### config.mk
export PLATFORM = sky130hd
export DESIGN_NAME = lift_call_scheduler
export DESIGN_NICKNAME = d
export VERILOG_FILES = /design/src/rtl/lift_pkg.sv /design/src/rtl/lift_floor_picker.sv /design/src/rtl/lift_call_scheduler.sv
export SDC_FILE = /design/constraint.sdc
export NUM_CORES = 1
export LEC_CHECK = 0
export CORE_MARGIN = 2
export CORE_UTILIZATION = 35
export CTS_CLUSTER_SIZE = 30
export DETAILED_ROUTE_END_ITERATION = 10
export GPL_TIMING_DRIVEN = 0
export PLACE_DENSITY = 0.56
export SYNTH_ARGS = -nofsm -noshare
export SYNTH_HDL_FRONTEND = slang
export SYNTH_SLANG_ARGS = --single-unit
export TNS_END_PERCENT = 5
### constraint.sdc
create_clock -name clk -period 2.4 [get_ports clk]
set_input_delay 0.48 -clock clk [delete_from_list [all_inputs] [get_ports clk]]
set_output_delay 0.48 -clock clk [all_outputs]
set_load 0.02 [all_outputs]
### src/rtl/lift_pkg.sv
// lift_pkg: shared types and helpers for the lift call scheduler.
//   floor_t        - 2-bit floor index, floors 1..4 encoded 0..3
//   U1..D4         - bit positions of the hall-call buttons in button_in/pending
//   sched_state_t  - scheduler FSM states
//   DIR_UP/DIR_DOWN- scan direction encodings
//   floor_mask()   - collapse the 6 button bits into a per-floor request mask
//   floor_buttons()- the button bits that belong to one floor
package lift_pkg;

  localparam int N_FLOORS = 4;

  typedef logic [1:0] floor_t;

  localparam int U1 = 0;
  localparam int U2 = 1;
  localparam int U3 = 2;
  localparam int D2 = 3;
  localparam int D3 = 4;
  localparam int D4 = 5;

  localparam logic DIR_UP   = 1'b1;
  localparam logic DIR_DOWN = 1'b0;

  typedef enum logic [2:0] {
    S_IDLE     = 3'd0,
    S_SELECT   = 3'd1,
    S_DISPATCH = 3'd2,
    S_WAIT     = 3'd3,
    S_CLEAR    = 3'd4,
    S_FAULT    = 3'd5
  } sched_state_t;

  // A floor is requested if either of its buttons is latched.
  function automatic logic [N_FLOORS-1:0] floor_mask(input logic [5:0] b);
    return {b[D4], b[U3] | b[D3], b[U2] | b[D2], b[U1]};
  endfunction

  // Arrival at a floor services both of its buttons.
  function automatic logic [5:0] floor_buttons(input floor_t f);
    logic [5:0] m;
    m = '0;
    case (f)
      2'd0: m[U1] = 1'b1;
      2'd1: begin m[U2] = 1'b1; m[D2] = 1'b1; end
      2'd2: begin m[U3] = 1'b1; m[D3] = 1'b1; end
      default: m[D4] = 1'b1;
    endcase
    return m;
  endfunction

endpackage

### src/rtl/lift_floor_picker.sv
// lift_floor_picker: combinational SCAN selection.
//   f_mask    in  per-floor request mask
//   cur_floor in  current lift position
//   dir_up    in  current scan direction (1=up)
//   found     out a floor other than cur_floor is requested
//   pick      out nearest requested floor, ahead first, behind on reversal
//   new_dir   out direction after the pick (flips only on reversal)
//   here      out cur_floor itself is requested
module lift_floor_picker
  import lift_pkg::*;
(
  input  logic [N_FLOORS-1:0] f_mask,
  input  floor_t              cur_floor,
  input  logic                dir_up,
  output logic                found,
  output floor_t              pick,
  output logic                new_dir,
  output logic                here
);

  logic   up_found, dn_found;
  floor_t up_pick, dn_pick;

  // Nearest above: scan downward so the last hit is the smallest floor.
  always_comb begin
    up_found = 1'b0;
    up_pick  = '0;
    for (int i = N_FLOORS - 1; i >= 0; i--) begin
      if (f_mask[i] && (floor_t'(i) > cur_floor)) begin
        up_found = 1'b1;
        up_pick  = floor_t'(i);
      end
    end
  end

  // Nearest below: scan upward so the last hit is the largest floor.
  always_comb begin
    dn_found = 1'b0;
    dn_pick  = '0;
    for (int i = 0; i < N_FLOORS; i++) begin
      if (f_mask[i] && (floor_t'(i) < cur_floor)) begin
        dn_found = 1'b1;
        dn_pick  = floor_t'(i);
      end
    end
  end

  always_comb begin
    found   = up_found | dn_found;
    pick    = '0;
    new_dir = dir_up;
    if (dir_up) begin
      if (up_found)      begin pick = up_pick; new_dir = DIR_UP;   end
      else if (dn_found) begin pick = dn_pick; new_dir = DIR_DOWN; end
    end else begin
      if (dn_found)      begin pick = dn_pick; new_dir = DIR_DOWN; end
      else if (up_found) begin pick = up_pick; new_dir = DIR_UP;   end
    end
  end

  assign here = f_mask[cur_floor];

endmodule

### src/rtl/lift_call_scheduler.sv
// lift_call_scheduler: SCAN-ordered hall-call scheduler feeding the lift FSM.
// Calls latch into `pending`; the nearest floor ahead in the current direction
// is dispatched over target_valid/target_ready, then the block waits for done.
// A watchdog in WAIT raises a sticky fault if done never arrives.
//   clk, rst_n     clock, async active-low reset
//   button_in[5:0] hall-call pulses (u1,u2,u3,d2,d3,d4)
//   cur_floor[1:0] lift position
//   done           lift arrived at last accepted target
//   target_ready   lift FSM accepts target
//   target[1:0], target_valid  dispatched floor and its valid
//   dir_up         scan direction
//   pending[5:0]   latched calls
//   busy           not in IDLE/FAULT
//   fault          sticky watchdog error
// Optional: define LIFT_SCHED_HOME_EN to park at HOME_FLOOR after HOME_DELAY
// idle cycles away from it.
module lift_call_scheduler
  import lift_pkg::*;
#(
  parameter int unsigned TIMEOUT_CYCLES = 255,
  parameter logic [1:0]  HOME_FLOOR     = 2'd0,
  parameter int unsigned HOME_DELAY     = 64
) (
  input  logic       clk,
  input  logic       rst_n,
  input  logic [5:0] button_in,
  input  logic [1:0] cur_floor,
  input  logic       done,
  input  logic       target_ready,
  output logic [1:0] target,
  output logic       target_valid,
  output logic       dir_up,
  output logic [5:0] pending,
  output logic       busy,
  output logic       fault
);

  localparam int WD_W = $clog2(TIMEOUT_CYCLES + 1);
  localparam logic [WD_W-1:0] WD_MAX = WD_W'(TIMEOUT_CYCLES);

  sched_state_t        state;
  floor_t              clr_floor;
  logic [5:0]          clr_mask;
  logic [N_FLOORS-1:0] fmask;
  logic                pk_found, pk_dir, pk_here;
  floor_t              pk_pick;
  logic [WD_W-1:0]     wd_cnt, wd_nxt;
  logic                parking;
  logic                park_go;

  assign fmask = floor_mask(pending);

  lift_floor_picker u_pick (
    .f_mask   (fmask),
    .cur_floor(cur_floor),
    .dir_up   (dir_up),
    .found    (pk_found),
    .pick     (pk_pick),
    .new_dir  (pk_dir),
    .here     (pk_here)
  );

  assign clr_mask = (state == S_CLEAR) ? floor_buttons(clr_floor) : '0;
  assign busy     = (state != S_IDLE) && (state != S_FAULT);
  assign wd_nxt   = (wd_cnt == WD_MAX) ? wd_cnt : wd_cnt + 1'b1;

  // New presses win over the clear of the same bit; latching never stops.
  always_ff @(posedge clk or negedge rst_n) begin
    if (!rst_n) pending <= '0;
    else        pending <= (pending & ~clr_mask) | button_in;
  end

`ifdef LIFT_SCHED_HOME_EN
  localparam int ID_W = $clog2(HOME_DELAY + 1);
  localparam logic [ID_W-1:0] HD_M1 = ID_W'(HOME_DELAY - 1);

  logic [ID_W-1:0] idle_cnt;
  logic            idle_away;

  assign idle_away = (state == S_IDLE) && (pending == '0) && (button_in == '0) &&
                     (cur_floor != HOME_FLOOR);

  always_ff @(posedge clk or negedge rst_n) begin
    if (!rst_n)          idle_cnt <= '0;
    else if (!idle_away) idle_cnt <= '0;
    else if (!park_go)   idle_cnt <= idle_cnt + 1'b1;
  end

  // Fires on the HOME_DELAY-th consecutive idle cycle away from home.
  assign park_go = idle_away && (idle_cnt == HD_M1);
`else
  logic unused_home;
  assign unused_home = ^{HOME_FLOOR, 32'(HOME_DELAY)};
  assign park_go     = 1'b0;
`endif

  always_ff @(posedge clk or negedge rst_n) begin
    if (!rst_n) begin
      state        <= S_IDLE;
      target       <= '0;
      target_valid <= 1'b0;
      dir_up       <= DIR_UP;
      fault        <= 1'b0;
      wd_cnt       <= '0;
      clr_floor    <= '0;
      parking      <= 1'b0;
    end else begin
      case (state)
        S_IDLE: begin
          if (pending != '0) begin
            state <= S_SELECT;
          end else if (park_go) begin
            target       <= HOME_FLOOR;
            target_valid <= 1'b1;
            parking      <= 1'b1;
            state        <= S_DISPATCH;
          end
        end
        S_SELECT: begin
          if (pk_found) begin
            target       <= pk_pick;
            dir_up       <= pk_dir;
            target_valid <= 1'b1;
            parking      <= 1'b0;
            state        <= S_DISPATCH;
          end else if (pk_here) begin
            clr_floor <= cur_floor;
            state     <= S_CLEAR;
          end else begin
            state <= S_IDLE;
          end
        end
        S_DISPATCH: begin
          if (target_ready) begin
            target_valid <= 1'b0;
            wd_cnt       <= '0;
            state        <= S_WAIT;
          end
        end
        S_WAIT: begin
          if (done) begin
            wd_cnt <= '0;
            // A park is not a call: arrival services no buttons.
            if (parking) begin
              parking <= 1'b0;
              state   <= S_SELECT;
            end else begin
              clr_floor <= target;
              state     <= S_CLEAR;
            end
          end else begin
            wd_cnt <= wd_nxt;
            if (wd_nxt == WD_MAX) begin
              fault <= 1'b1;
              state <= S_FAULT;
            end
          end
        end
        S_CLEAR: state <= S_SELECT;
        S_FAULT: begin
          fault        <= 1'b1;
          target_valid <= 1'b0;
        end
        default: state <= S_IDLE;
      endcase
    end
  end

endmodule

* Word level (Yosys, flattened, before mapping)
Cells that the tools add are included.
Storage, ports and cells: register bits 25, input bits 12, output and inout port bits 12, logic and storage cells 129
Operators by class: add/sub/neg operators 1, $lt $le $gt $ge 9, equal/unequal tests 20, mux-type cells 58, bitwise logic cells 7, reductions and logical operators 25
Operators by type and width (count):
- 2-bit two-way mux | 15
- 1-bit two-way mux | 25
- 8-bit two-way mux | 3
- 3-bit two-way mux | 7
- 2-bit != test (second input constant) | 9
- 3-bit one-hot mux with 6 select lines | 1
- 8-bit == test (second input constant) | 2
- 8-bit one-hot mux with 2 select lines | 1
- 1-bit logical AND | 9
- 3-bit AND reduction | 3
- 8-bit by 1-bit adder with 8-bit output (second input constant) | 1
- 6-bit AND | 1
- 3-bit by 2-bit == test with 1-bit output (second input constant) | 2
- 3-bit == test (second input constant) | 2
- 6-bit two-way mux | 1
- 3-bit != test (second input constant) | 2
- 6-bit NOT | 1
- 6-bit OR | 1
- 2-bit nonzero test | 3
- 3-bit nonzero test | 2
- 6-bit nonzero test | 1
- 5-bit AND reduction | 1
- 1-bit by 2-bit > comparator with 1-bit output (first input constant) | 2
- 2-bit > comparator (first input constant) | 2
- other kinds (17) | 23

* Longest topological paths before layout
Gate-level depths: netlist of the first run.
depth in word-level cells 9, depth in mapped cells 6, mapped depth without buffers 6

* Hierarchy
Synthesis of the first run repeated with hierarchy kept, for this count alone.
Second synthesis, totals: cells, all modules 171, area total of the unflattened synthesis 1540.2 um^2
Modules (own cells, without submodules):
- lift_call_scheduler | instances 1, cells an instance 142, area an instance 1356.3 um^2, sequential area each 601.8 um^2
- lift_floor_picker | instances 1, cells an instance 29, area an instance 183.9 um^2, sequential area each 0.0 um^2

* Worst setup path after synthesis of the first run
No wires, ideal clock.
path kind reg2reg, start reg pending[5], end reg clr_floor[0], setup time 0.128 ns, data arrival time 2.150 ns, required time 2.272 ns, slack 0.122 ns, cell stages (with the launch flop) 7, buffers on the path 1, cell sequence dfrtp_1 > buf_6 > or3_4 > or4_4 > and2_4 > o32ai_2 > mux2_1
Between the ends: longest elaborated chain between the ends 8
Ends and longest elaborated chain:
- from (decl) | line lift_call_scheduler.sv:33 | output logic [5:0] pending,
- from (signal assigned) | line lift_call_scheduler.sv:70 | else pending <= (pending & ~clr_mask) | button_in;
- 1-bit logical AND | line lift_floor_picker.sv:29 | if (f_mask[i] && (floor_t'(i) > cur_floor)) begin
- 1-bit two-way mux (4 in series) | line lift_floor_picker.sv:29
- 1-bit OR | line lift_floor_picker.sv:49 | found = up_found | dn_found;
- 2-bit != test (no line)
- 5-bit AND reduction (no line) (*)
- to (signal assigned) | line lift_call_scheduler.sv:127 | clr_floor <= cur_floor;
- to (signal assigned) | line lift_call_scheduler.sv:148 | clr_floor <= target;
- to (decl) | line lift_call_scheduler.sv:42 | floor_t clr_floor;
Every way passes the cells marked *; elsewhere a longest branch is shown, timed or not. The select of a mux whose other input is x is not followed. A chain may end at the register's enable or synchronous reset.

* Worst setup path after layout of the first run
Same ends and word-level chain as after synthesis.

==> results of run 1 <==
## state kept, by name, indices dropped and copies added, names as in the netlist
signal and cells:
state 3, clr_floor 2, fault 1, dir_up 1, target_valid 1, wd_cnt 8
target 2, pending 6
## layout make-up
| class | instances | area [um2] |
|---|---|---|
| timing repair buffer | 23 | 230 |
| sequential | 24 | 602 |
| inverter | 12 | 45.0 |
| clock inverter | 1 | 30.0 |
| buffer | 7 | 42.5 |
| tap | 52 | 65.1 |
| fill | 430 | 2400 |
| multi-input combinational | 141 | 893 |
| clock buffer | 3 | 41.3 |
## report_power, final
group          total (uW)  switching, uW  internal [uW]
Sequential            611            108            503
Clock                 367            143            223
Combinational         721            399            323
## worst max path at each step
| stage | start | end | slack [ns] |
|---|---|---|---|
| 6_report | pending[5]$_DFF_PN0_ | clr_floor[0]$_DFFE_PN0P_ | 0.1 |
| 5_1_grt | pending[5]$_DFF_PN0_ | clr_floor[1]$_DFFE_PN0P_ | 0.02 |
| 4_1_cts | state[0]$_DFFE_PN0P_ | busy | 0.07 |
| 3_5_place_dp | cur_floor[1] | clr_floor[0]$_DFFE_PN0P_ | -0.15 |
| 3_3_place_gp | cur_floor[1] | clr_floor[0]$_DFFE_PN0P_ | -0.12 |
| 2_1_floorplan | pending[5]$_DFF_PN0_ | clr_floor[0]$_DFFE_PN0P_ | 0.12 |
## layer usage
metal | part of all wire (%) | routed length (um) | global-route usage [%] | vias to the layer above
met1 | 43 | 1690 | 18.1 | 697
met3 | 4.0 | 155 | 3.38 | 4
met2 | 52 | 2030 | 28.4 | 28
met4 | 1.0 | 40 | 4.61 | 0
met5 | 0 | 0 | 0 | -
li1 | - | - | - | 734
## kinds of logic after synthesis
logic type | Yosys count | share of synthesized area [%]
mux | 8 | 5.54
buf+inv | 19 | 5.46
xor+xnor | 2 | 1.11
flops | 24 | 38.1
fa+ha+maj | 2 | 1.42
simple gates | 61 | 19.5
compound gates | 68 | 28.9
## worst max-delay path, delay by kind of cell, from the launching register on
| family | cells | cell delay (ns) |
|---|---|---|
| simple gates | 3 | 0.96 |
| flops | 1 | 0.40 |
| buf+inv | 1 | 0.14 |
| mux | 1 | 0.36 |
| compound gates | 1 | 0.34 |
## metrics by stage
stage / power (uW) / cell area [um2] / hold slack (ns) / worst slack [ns] / cells
finish: 1700 / 1950 / 0.542 / 0.0961 / 263
global route: 1810 / 1950 / 0.582 / 0.0161 / 263
CTS: 1710 / 1950 / 0.542 / 0.0727 / 263
detailed placement: 1340 / 1880 / 0.528 / -0.145 / 259
global placement: 1320 / 1880 / 0.516 / -0.123 / 259
floorplan: 1080 / 1580 / 0.184 / 0.122 / 184
## cell usage after synthesis (2+ instances only)
master / count
buf_4: 2
nor3_1: 4
o31ai_1: 2
nand2b_1: 3
inv_1: 12
a41oi_1: 2
mux2_1: 2
nor2b_1: 2
nor2_1: 15
nand3_1: 5
o41ai_1: 2
o21bai_1: 4
a31oi_1: 4
mux2i_1: 2
o22ai_1: 6
or2_2: 3
and2_1: 4
a211oi_1: 2
mux2_2: 4
nor4_1: 2
a311oi_1: 2
nand2_1: 16
a21oi_1: 20
clkbuf_1: 3
o21ai_0: 9
dfrtp_1: 23
a21o_1: 5
## timing repair
item,CTS,global route
setup endpoints to repair,0,1
endpoints found under the hold margin,0,0
gates resized for setup,0,1
hold buffers,0,0
==> metrics, run 1 <==
antenna-violating nets left 0; Post-Synthesis Cell Area 0.00158 mm2; Slowest cell on crit path or4_4; CP Capture Type flip-flop; CTS sink cnt 24; Area contributors post-synth dfrtp_1, a21oi_1, nand2_1, nor2_1, o21ai_0; total core area 0.00435 mm2; RSZ-0062 raised after global routing no; final setup fails 0; HP Class flip-flop to flip-flop; Max stage delay on crit path 0.43 ns; Routed WL 3920 um; Placer Congestion 0.888; critical-path cell list buf_6 -> or3_4 -> or4_4 -> and2_4 -> o32ai_2 -> mux2_1; worst IR drop on VDD 0.649 mV; DIE AREA 0.00507 mm2; nets 225; Final Hold Fails 0; H-tree levels 1; DR WL/cell 14.9 um; Seq/Total Area, Yosys 38.1%; Clock transition at path regs 0.09 ns; PD cells 872 mW/mm2; Worst EP required 2.56 ns; Leak 0.000720 uW; final worst path period need 2.30 ns; reg2reg end clr_floor[0]$_DFFE_PN0P_; Final period util 96.0%; async set or reset register ratio after synthesis 100%; share of cells above drive strength 1 11.4%; commonest cells after routing, fill and taps aside dfrtp_1, clkdlybuf4s50_1, a21oi_1; Cell variety after synth 51; Pins Over Slew Limit 0; Starting Density 36.3%; Synth warnings 0; Critical R2R Launch pending[5]$_DFF_PN0_; Skew-Pair Late Insertion Delay 0.27 ns; Worst-Margin Slew 1.12 ns; antenna cells 0; I/O Pins 24; hold path depth 2; mean area per synthesized cell 8.60 um2; drt drc 0; initial antenna violation count 0; Reg2Reg Setup Slack 0.1 ns; Layout area overhead 23.3%; Post-synth EDFFs 0; Critical Path Fanout Max 9; Vias 1,463; final worst clock skew 0.00235 ns; root cell of the clock tree clkbuf_8; all-layer global routing usage 15.5%; cell taking the most area after synthesis dfrtp_1; post-synthesis sequential element count 24; pin count of the biggest net entering global routing 25; IO buf count 23; die height 71.2 um; status finished clean; CTS Buffer Depth 2; Synth top area share 36.4%; max cap viols 0; fmax 434 MHz; CTS buffer count 3; HP Start dir_up$_DFFE_PN1P_; Util after Layout 44.8%; Max-slew headroom 24.8%; setup TNS 0 ns; Arr. time, crit path 2.47 ns; global-route wire length before repair 6310 um; Startpoint Class flip-flop; Setup Fix Bufs, Post-CTS 0; Post-DP HPWL 3010 um; CTS tree yes; FP Rows 24; die width 71.2 um; syn_nets 197; vias in the first global route 1,416; top_reg_cell synth dfrtp_1; Gate Count Post-Synth 184; gr ovfl total 0; Setup Crit Path Kind flip-flop to flip-flop; DR pass1 iterations 4; worst hold path endpoint dir_up$_DFFE_PN1P_; r2r worst-path depth 6; via/cell ratio 5.56; drt initial violations 54
Note: power is estimated with default switching activity, not from simulation.
==> run 2, diff against run 1 <==
--- a/config.mk
+++ b/config.mk
@@ -10,7 +10,8 @@
 export CTS_CLUSTER_SIZE = 30
 export DETAILED_ROUTE_END_ITERATION = 10
 export GPL_TIMING_DRIVEN = 0
-export PLACE_DENSITY = 0.56
+export HOLD_SLACK_MARGIN = 0.1
+export RECOVER_POWER = 25
 export SYNTH_ARGS = -nofsm -noshare
 export SYNTH_HDL_FRONTEND = slang
 export SYNTH_SLANG_ARGS = --single-unit
==> run 2 against run 1 <==
Compared with the run above:
- hold slack worse by 0.0033 ns
- core utilization is 0.37 points lower
- via count fell by 3.1%
- register-to-register slack gained 0.04 ns
- routed wire length shrank 8.4%
- first-iteration DRC count rose by 110%
- largest power group unchanged
- clock power down 25%
==> metrics, run 2 (synthesis results as in run 1) <==
commonest non-fill, non-tap cell in the layout dfrtp_1; pin count of the biggest net entering global routing 25; area occupied by multi-input gates 893 um2; top flop regs wd_cnt (8), pending (6), state (3); Slowest cell on crit path or4_4; Worst Setup SP pending[5]$_DFF_PN0_; Layout area overhead 22.2%; status finished clean; Post-DP HPWL 2740 um; share of cells above drive strength 1 11.4%; HP Class flip-flop to flip-flop; CTS tree yes; filler cell count 438; total core area 0.00435 mm2; global-route wire length before repair 6260 um; Max-slew headroom 24.8%; all-layer global routing usage 15.1%; final worst path period need 2.27 ns; Worst EP required 2.55 ns; antenna-violating nets left 0; Sequential Area 602 um2; DR pass1 iterations 4; final setup fails 0; fmax 441 MHz; gr ovfl total 0; Routed WL 3590 um; Startpoint Class flip-flop; register name with the most flops wd_cnt; RSZ-0062 raised after global routing no; CTS buffer count 3; GRT busiest layer met1; HP Start dir_up$_DFFE_PN1P_; DIE AREA 0.00507 mm2; Setup Crit Path Kind flip-flop to flip-flop; total power 1590 uW; root cell of the clock tree clkbuf_8; setup TNS 0 ns; commonest cells after routing, fill and taps aside dfrtp_1, clkdlybuf4s50_1, a21oi_1; drt drc 0; die width 71.2 um; via/cell ratio 5.39; Setup Fix Bufs, Post-CTS 0; PD cells 825 mW/mm2; Util after Layout 44.4%; CP Capture Type flip-flop; Final period util 94.5%; IO buf count 23; H-tree levels 1; worst IR drop on VDD 0.379 mV; CTS Buffer Depth 2; vias in the first global route 1,301; placed cell areas 0.00188 mm2; initial antenna violation count 0; Resized Gates After CTS 0; drt initial violations 112; grt met3 use 1.69%; die height 71.2 um; Placer Congestion 0.785; Max stage delay on crit path 0.43 ns; Starting Density 36.3%; Leak 0.000713 uW; antenna cells 0; Pins Over Slew Limit 0; critical-path cell list buf_6 -> or3_4 -> or4_4 -> and2_4 -> o32ai_2 -> mux2_1; Skew-Pair Late Insertion Delay 0.27 ns; Vias 1,417; Critical Path Fanout Max 9; met2 usage 22.9%; final worst clock skew 0.00718 ns; max cap viols 0; GR Layer Usage met1 23.3%; FP Rows 24; Final Hold Fails 0; nets 225; Arr. time, crit path 2.42 ns; Worst-Margin Slew 1.12 ns; CTS sink cnt 24; cell area after layout 0.00193 mm2; Post-CTS Hold Fix Bufs 0; Clock transition at path regs 0.08 ns; I/O Pins 24; Critical R2R Launch pending[5]$_DFF_PN0_; max reg flops 8; DR WL/cell 13.6 um; worst hold slack 0.539 ns
==> run 2: cell types whose count changed in the layout (fill, tap and decap cells not counted), sizes merged <==
| cell | previous run | this run |
|---|---|---|
| clkdlybuf4s50 | 23 | 22 |
| bufinv | 1 | 0 |
| dlygate4sd3 | 0 | 1 |
| clkbuf | 7 | 8 |
==> run 2: power breakdown <==
group	leakage, uW	total [uW]	switching, uW	internal, uW
registers	0.000280	610	107	503
logic	0.000404	707	385	322
clock network	0.0000288	277	131	146
total	0.000713	1590	623	971
==> run 2: path summary, 6_finish.rpt <==
check	slack, ns	to	cells past startpoint
min	0.54	dir_up$_DFFE_PN1P_	2
min reg2reg	0.54	dir_up$_DFFE_PN1P_	2
min in group asynchronous	0.88	target_valid$_DFFE_PN0P_	1
max reg2reg	0.13	clr_floor[1]$_DFFE_PN0P_	6
max	0.13	clr_floor[1]$_DFFE_PN0P_	6
max in group asynchronous	0.85	wd_cnt[2]$_DFFE_PN0P_	1
==> run 2: worst max-delay path: cells and delay by family (launching register included) <==
family	cells	cell delay, ns
mux	1	0.35
simple gates	3	0.96
buf+inv	1	0.14
flops	1	0.39
compound gates	1	0.32
==> run 2: final cells by class <==
class | count | area share [%]
plain buffers | 7 | 2.20
inverters | 12 | 2.33
flip-flops and latches | 24 | 31.1
well taps | 52 | 3.37
clock buffers | 4 | 2.85
multi-input cells | 141 | 46.2
repair buffers | 23 | 11.9
==> run 2: through the flow <==
step / worst slack (ns) / cells
floorplan: 0.122 / 184
global placement: -0.128 / 259
detailed placement: -0.120 / 259
CTS: 0.0942 / 263
global route: 0.00992 / 263
finish: 0.133 / 263
==> run 2: routing by layer <==
layer	vias to the layer above	routed length (um)
li1	740	-
met1	646	1790
met2	27	1600
met3	4	164
met4	0	34
met5	-	0
